**src/rtl/ghrd_reset_sequencer.sv**
```systemverilog
// Staged reset sequencer for the 10M50 GHRD subsystem: board-reset sync, PLL-lock qualification,
// then peripheral-before-CPU release. Define GHRD_RSTSEQ_INIT_WAIT_EN to add the memory init/calibration wait.

module ghrd_reset_sequencer_chk (
  input logic       clk_50,
  input logic       fpga_reset_n,
  input logic       periph_reset_n,
  input logic       cpu_reset_n,
  input logic [2:0] seq_state,
  input logic       fault
);

  a_cpu_after_periph: assert property (@(posedge clk_50) disable iff (!fpga_reset_n)
    cpu_reset_n |-> periph_reset_n);

  a_fault_holds_reset: assert property (@(posedge clk_50) disable iff (!fpga_reset_n)
    fault |-> (!periph_reset_n && !cpu_reset_n));

  a_legal_state: assert property (@(posedge clk_50) disable iff (!fpga_reset_n)
    seq_state != 3'd7);

endmodule

module ghrd_reset_sequencer #(
  parameter int unsigned SYNC_STAGES         = 2,
  parameter int unsigned LOCK_STABLE_CYCLES  = 1024,
  parameter int unsigned INIT_TIMEOUT_CYCLES = 1048575,
  parameter int unsigned STAGE_GAP_CYCLES    = 16,
  parameter int unsigned SOFT_HOLD_CYCLES    = 64,
  parameter int unsigned CNT_W               = 20
) (
  input  logic       clk_50,
  input  logic       fpga_reset_n,
  input  logic       pll_locked,
  input  logic       init_done,
  input  logic       cal_fail,
  input  logic       sw_reset_req,
  output logic       periph_reset_n,
  output logic       cpu_reset_n,
  output logic [2:0] seq_state,
  output logic       fault,
  output logic [7:0] lock_loss_cnt
);

  typedef enum logic [2:0] {
    ST_IDLE      = 3'd0,
    ST_WAIT_LOCK = 3'd1,
    ST_WAIT_INIT = 3'd2,
    ST_STAGE     = 3'd3,
    ST_RUN       = 3'd4,
    ST_SOFT      = 3'd5,
    ST_FAULT     = 3'd6,
    ST_ILLEGAL   = 3'd7
  } state_t;

  localparam logic [CNT_W-1:0] CNT_ZERO   = {CNT_W{1'b0}};
  localparam logic [CNT_W-1:0] CNT_ONE    = {{(CNT_W-1){1'b0}}, 1'b1};
  localparam logic [CNT_W-1:0] LOCK_LAST  = CNT_W'(LOCK_STABLE_CYCLES - 1);
  localparam logic [CNT_W-1:0] GAP_LAST   = CNT_W'(STAGE_GAP_CYCLES - 1);
  localparam logic [CNT_W-1:0] SOFT_LAST  = CNT_W'(SOFT_HOLD_CYCLES - 1);
`ifdef GHRD_RSTSEQ_INIT_WAIT_EN
  localparam logic [CNT_W-1:0] INIT_LAST  = CNT_W'(INIT_TIMEOUT_CYCLES - 1);
`endif

  function automatic logic [7:0] sat_inc8(input logic [7:0] v);
    if (v == 8'hFF) begin
      sat_inc8 = 8'hFF;
    end else begin
      sat_inc8 = v + 8'd1;
    end
  endfunction

  logic [SYNC_STAGES-1:0] rst_sync_r;
  logic [SYNC_STAGES-1:0] lock_sync_r;
  logic                   rst_done_s;
  logic                   lock_s;
  logic                   sw_prev_r;
  logic                   sw_rise_s;

  state_t                 state_r;
  state_t                 state_nx;
  logic [CNT_W-1:0]       cnt_r;
  logic [CNT_W-1:0]       cnt_step_s;
  logic [CNT_W-1:0]       cnt_nx;
  logic                   ll_inc_s;
  logic                   periph_nx;
  logic                   cpu_nx;
  logic                   fault_nx;

  logic                   periph_reset_n_r;
  logic                   cpu_reset_n_r;
  logic                   fault_r;
  logic [7:0]             lock_loss_cnt_r;

  // Release of the board reset is re-timed onto clk_50; assertion stays asynchronous.
  always_ff @(posedge clk_50 or negedge fpga_reset_n) begin
    if (!fpga_reset_n) begin
      rst_sync_r <= {SYNC_STAGES{1'b0}};
    end else begin
      rst_sync_r <= {rst_sync_r[SYNC_STAGES-2:0], 1'b1};
    end
  end

  // PLL lock synchronizer and soft-request edge register.
  always_ff @(posedge clk_50 or negedge fpga_reset_n) begin
    if (!fpga_reset_n) begin
      lock_sync_r <= {SYNC_STAGES{1'b0}};
      sw_prev_r   <= 1'b0;
    end else begin
      lock_sync_r <= {lock_sync_r[SYNC_STAGES-2:0], pll_locked};
      sw_prev_r   <= sw_reset_req;
    end
  end

  assign rst_done_s = rst_sync_r[SYNC_STAGES-1];
  assign lock_s     = lock_sync_r[SYNC_STAGES-1];
  assign sw_rise_s  = sw_reset_req & ~sw_prev_r;

`ifdef GHRD_RSTSEQ_INIT_WAIT_EN
  logic [SYNC_STAGES-1:0] init_sync_r;
  logic [SYNC_STAGES-1:0] cal_sync_r;
  logic                   init_s;
  logic                   cal_s;

  // Memory init / calibration status synchronizers.
  always_ff @(posedge clk_50 or negedge fpga_reset_n) begin
    if (!fpga_reset_n) begin
      init_sync_r <= {SYNC_STAGES{1'b0}};
      cal_sync_r  <= {SYNC_STAGES{1'b0}};
    end else begin
      init_sync_r <= {init_sync_r[SYNC_STAGES-2:0], init_done};
      cal_sync_r  <= {cal_sync_r[SYNC_STAGES-2:0], cal_fail};
    end
  end

  assign init_s = init_sync_r[SYNC_STAGES-1];
  assign cal_s  = cal_sync_r[SYNC_STAGES-1];
`else
  logic unused_init_inputs_s;
  assign unused_init_inputs_s = init_done ^ cal_fail;
`endif

  // Next-state and shared-counter step; the counter is forced to zero on any transition below.
  always_comb begin
    state_nx   = state_r;
    cnt_step_s = cnt_r;
    ll_inc_s   = 1'b0;
    case (state_r)
      ST_IDLE: begin
        if (rst_done_s) begin
          state_nx = ST_WAIT_LOCK;
        end else begin
          state_nx = ST_IDLE;
        end
      end
      ST_WAIT_LOCK: begin
        if (!lock_s) begin
          cnt_step_s = CNT_ZERO;
        end else if (cnt_r == LOCK_LAST) begin
`ifdef GHRD_RSTSEQ_INIT_WAIT_EN
          state_nx = ST_WAIT_INIT;
`else
          state_nx = ST_STAGE;
`endif
        end else begin
          cnt_step_s = cnt_r + CNT_ONE;
        end
      end
`ifdef GHRD_RSTSEQ_INIT_WAIT_EN
      ST_WAIT_INIT: begin
        if (cal_s) begin
          state_nx = ST_FAULT;
        end else if (init_s) begin
          state_nx = ST_STAGE;
        end else if (cnt_r == INIT_LAST) begin
          state_nx = ST_FAULT;
        end else if (!lock_s) begin
          state_nx = ST_WAIT_LOCK;
        end else begin
          cnt_step_s = cnt_r + CNT_ONE;
        end
      end
      ST_FAULT: begin
        state_nx = ST_FAULT;
      end
`endif
      ST_STAGE: begin
        if (!lock_s) begin
          state_nx = ST_WAIT_LOCK;
        end else if (cnt_r == GAP_LAST) begin
          state_nx = ST_RUN;
        end else begin
          cnt_step_s = cnt_r + CNT_ONE;
        end
      end
      ST_RUN: begin
        if (!lock_s) begin
          state_nx = ST_WAIT_LOCK;
          ll_inc_s = 1'b1;
        end else if (sw_rise_s) begin
          state_nx = ST_SOFT;
        end else begin
          state_nx = ST_RUN;
        end
      end
      ST_SOFT: begin
        if (!lock_s) begin
          state_nx = ST_WAIT_LOCK;
        end else if (cnt_r == SOFT_LAST) begin
          state_nx = ST_STAGE;
        end else begin
          cnt_step_s = cnt_r + CNT_ONE;
        end
      end
      default: begin
        state_nx = ST_IDLE;
      end
    endcase
  end

  assign cnt_nx    = (state_nx != state_r) ? CNT_ZERO : cnt_step_s;
  // Outputs are decoded from the next state so they change on the same edge as the state.
  assign periph_nx = (state_nx == ST_STAGE) || (state_nx == ST_RUN);
  assign cpu_nx    = (state_nx == ST_RUN);
`ifdef GHRD_RSTSEQ_INIT_WAIT_EN
  assign fault_nx  = fault_r | (state_nx == ST_FAULT);
`else
  assign fault_nx  = 1'b0;
`endif

  // State, counter and registered outputs.
  always_ff @(posedge clk_50 or negedge fpga_reset_n) begin
    if (!fpga_reset_n) begin
      state_r          <= ST_IDLE;
      cnt_r            <= CNT_ZERO;
      periph_reset_n_r <= 1'b0;
      cpu_reset_n_r    <= 1'b0;
      fault_r          <= 1'b0;
      lock_loss_cnt_r  <= 8'd0;
    end else begin
      state_r          <= state_nx;
      cnt_r            <= cnt_nx;
      periph_reset_n_r <= periph_nx;
      cpu_reset_n_r    <= cpu_nx;
      fault_r          <= fault_nx;
      if (ll_inc_s) begin
        lock_loss_cnt_r <= sat_inc8(lock_loss_cnt_r);
      end
    end
  end

  assign periph_reset_n = periph_reset_n_r;
  assign cpu_reset_n    = cpu_reset_n_r;
  assign seq_state      = state_r;
  assign fault          = fault_r;
  assign lock_loss_cnt  = lock_loss_cnt_r;

  ghrd_reset_sequencer_chk u_chk (
    .clk_50         (clk_50),
    .fpga_reset_n   (fpga_reset_n),
    .periph_reset_n (periph_reset_n_r),
    .cpu_reset_n    (cpu_reset_n_r),
    .seq_state      (state_r),
    .fault          (fault_r)
  );

endmodule

```
**config.mk**
```make
export PLATFORM = sky130hd
export DESIGN_NAME = ghrd_reset_sequencer
export DESIGN_NICKNAME = d
export VERILOG_FILES = /design/src/rtl/ghrd_reset_sequencer.sv
export SDC_FILE = /design/constraint.sdc
export NUM_CORES = 1
export LEC_CHECK = 0
export CAP_MARGIN = 10
export CORE_MARGIN = 10
export CORE_UTILIZATION = 58
export DETAILED_ROUTE_END_ITERATION = 8
export MAX_ROUTING_LAYER = met4
export PLACE_DENSITY = 0.8
export SYNTH_ARGS = -nofsm -noshare
export SYNTH_HDL_FRONTEND = slang
export SYNTH_SLANG_ARGS = --single-unit
```
**constraint.sdc**
```tcl
create_clock -name clk_50 -period 4.7 [get_ports clk_50]
set_input_delay 1.175 -clock clk_50 [delete_from_list [all_inputs] [get_ports clk_50]]
set_output_delay 1.175 -clock clk_50 [all_outputs]
set_load 0.02 [all_outputs]
```
==> flow_summary.ini <==
[hold_path]
hold_path_class = reg -> reg

[critical_path]
crit_chain = clkdlybuf4s50_1
max_stage_delay_ns = 0.70
critPathLaunchType = flip-flop
worstPathMaxFanout = 14
end_kind = primary output
cp.arrival_ns = 1.61
crit_type = reg -> out
slowest_stage = clkdlybuf4s50_1
cp_top_family = buffers and inverters
path_buf_inv = 1
cp.required_ns = 3.52

[pwr]
swShare_pct = 23.96
power.internal_uw = 459.2
leakage_nw = 0.9829
pwr-share-comb_pct = 4.5
powerDensity_nw_per_um2 = 247.0
power.share.clock_pct = 39.4
ir_drop_mv = 0.1725
switching_power_uw = 144.7
p_seq_share_pct = 56.1

[timing]
setup_viol = 0
hold_violations = 0
tightest_slew_ns = 0.9756
fmax_mhz = 358.7
hold_ws_ns = 0.3601
rsz0062_at_grt = no
fin_crit_sh_pct = 59.31
finalSetupTns_ns = 0
fin_skew_ns = 0.007247
max_slew_margin_pct = 34.46
post-route-min-period_ns = 2.788
slew_viol_final = 0

[floorplanning]
core_region_area_um2 = 3661
die_w_um = 81.64
start_util_pct = 60.18
die_area_um2 = 6664
row_count = 22
die_y_um = 81.64
num_io_pins = 20

[yosys]
synth_commonest_cells = 38 x dfrtp_1, 21 x nand3_1, 20 x nand2_1, 15 x a21oi_1, 11 x nor2_1
synth_top_area_share_pct = 43.16
yosysWarningCount = 0
syn_inst = 234
synth-edff-count = 0
synth_nets = 242
async_reset_ff_share_pct = 100.0
synth.largest_area_cell = dfrtp_1
yosys-top-cells-area = dfrtp_1 43%, nand3_1 4.8%, a21oi_1 3.4%, nand2_1 3.4%, a31oi_1 2.8%
synth_seq_cells = 38
synthFlopType = dfrtp_1
seq_area_frac_synth_pct = 43.16
syn_avg_cell_area_um2 = 9.416
ys_types = 55
synthesis.area_um2 = 2203
synth.most_common_cell = dfrtp_1

[final_layout]
num_antenna_cells = 0
final_cells = 296
drive_gt1_share_pct = 12.10
area_growth_syn_to_layout_pct = 10.96
seq_area_um2 = 950.9
fillers = 301
multiInputGateArea_um2 = 1161
post-route-util_pct = 66.78
nets = 255

[drt]
postRouteAntennaNets = 0
drc = 0
dr.pass1.iters = 5
vias = 1856
vias_per_cell = 6.270
drt-wirelength-per-cell_um = 15.84
drt-total-wl_mm = 4.689
drt-initial-drc-count = 153

[global_route]
grt_pass1_wl_mm = 8.114
grt-ovfl-total = 0
grt_max_degree = 39
grt_pass1_vias = 1767
grtUsageTotal_pct = 15.81
antenna_found_initial = 0

[cts]
clock_path_buffers = 2
cts_buffers = 5
numClockSinks = 38
postCtsSetupRepairBufs = 0
hold_buffers = 0
cts_root_buffer = clkbuf_8
clk_pin_slew_ns = 0.07
post_cts_resized = 0
h-tree-depth = 2
cts_tree = built
insertion_delay_ns = 0.30

[place]
dp_hpwl_mm = 3.181
io_buffers = 16
place.gp.congestion = 0.8116
dp.cells = 288

[status]
status = finished clean

[run]
max-cap-violations = 0
[placed cells by master, fill, tap and decap left out, types with 3 or more instances in the layout]
cell             instances
a21oi_1                 15
inv_1                    6
or2_2                    3
nand2b_1                 6
or3_1                    8
nand4_1                  7
or4_4                    3
xnor2_1                  4
clkbuf_8                 6
a31oi_1                 10
o21ai_0                  5
clkdlybuf4s50_1         15
nand2_1                 20
nor2_1                  11
and4_1                   3
dfrtp_1                 38
nor4_1                   5
or4_1                    3
nor3_1                   8
nand3_1                 21
and3_1                   6
[layer usage]
layer / up-vias / track usage [%] / part of all wire (%)
met5: - / - / 0
met4: 0 / 5.442 / 1.2
met3: 6 / 5.022 / 4.7
met2: 33 / 24.64 / 50
met1: 911 / 18.95 / 44
li1: 906 / - / -
[power by group through the flow]
stage	clock network [mW]	logic [mW]	registers [mW]
6_report	0.238	0.0271	0.339
3_3_place_gp	0	0.0271	0.345
3_5_place_dp	0	0.0277	0.345
2_1_floorplan	0	0.0181	0.343
5_1_grt	0.257	0.0310	0.340
4_1_cts	0.241	0.0277	0.339
[metrics by stage]
step / total power, mW / setup WS (ns) / instance area [um^2]
after floorplan: 0.3609 / 2.333 / 2203
final: 0.6039 / 1.912 / 2445
after detailed placement: 0.3727 / 1.815 / 2350
after global placement: 0.3719 / 1.866 / 2350
after global routing: 0.6275 / 1.774 / 2445
after CTS: 0.6074 / 1.893 / 2445
[worst paths after layout]
path | cells after the start | slack, ns | from | endpoint
max in group asynchronous | 1 | 3.18 | fpga_reset_n | rst_sync_r[0]
min | 0 | 0.36 | rst_sync_r[0] | rst_sync_r[1]
min in group asynchronous | 1 | 0.98 | fpga_reset_n | cnt_r[0]
max reg2reg | 7 | 1.95 | cnt_r[0] | cnt_r[3]
min reg2reg | 0 | 0.36 | rst_sync_r[0] | rst_sync_r[1]
max | 1 | 1.91 | seq_state[0] | seq_state[0]
[registers in the layout (all words and copies together) (netlist names)]
signal          count
cnt_r              20
lock_loss_cnt       8
seq_state           3
lock_sync_r         2
rst_sync_r          2
cpu_reset_n         1
periph_reset_n      1
sw_prev_r           1
[kinds of logic (layout without fill, tap and decap cells)]
group                      count (synthesis)  after routing  share of synthesized area, %
xor gates and xnor gates                   4              4                         1.590
DFF                                       38             38                         43.16
and+or+nand+nor                          118            118                         31.97
other                                      2              2                        0.3408
buffers and inverters                     16             30                         4.145
adders and majority gates                  2              2                         1.136
AOI/OAI and AO/OA                         51             51                         16.18
muxes                                      3              3                         1.476
[cell type report]
| cell class | instances | area share [%] |
|---|---|---|
| tap | 48 | 2.457 |
| inverter | 6 | 0.9212 |
| sequential | 38 | 38.89 |
| timing repair buffer | 16 | 6.346 |
| clock inverter | 2 | 0.5118 |
| multi-input combinational | 180 | 47.49 |
| clock buffer | 6 | 3.378 |
Power figures use the tool's default switching activity.
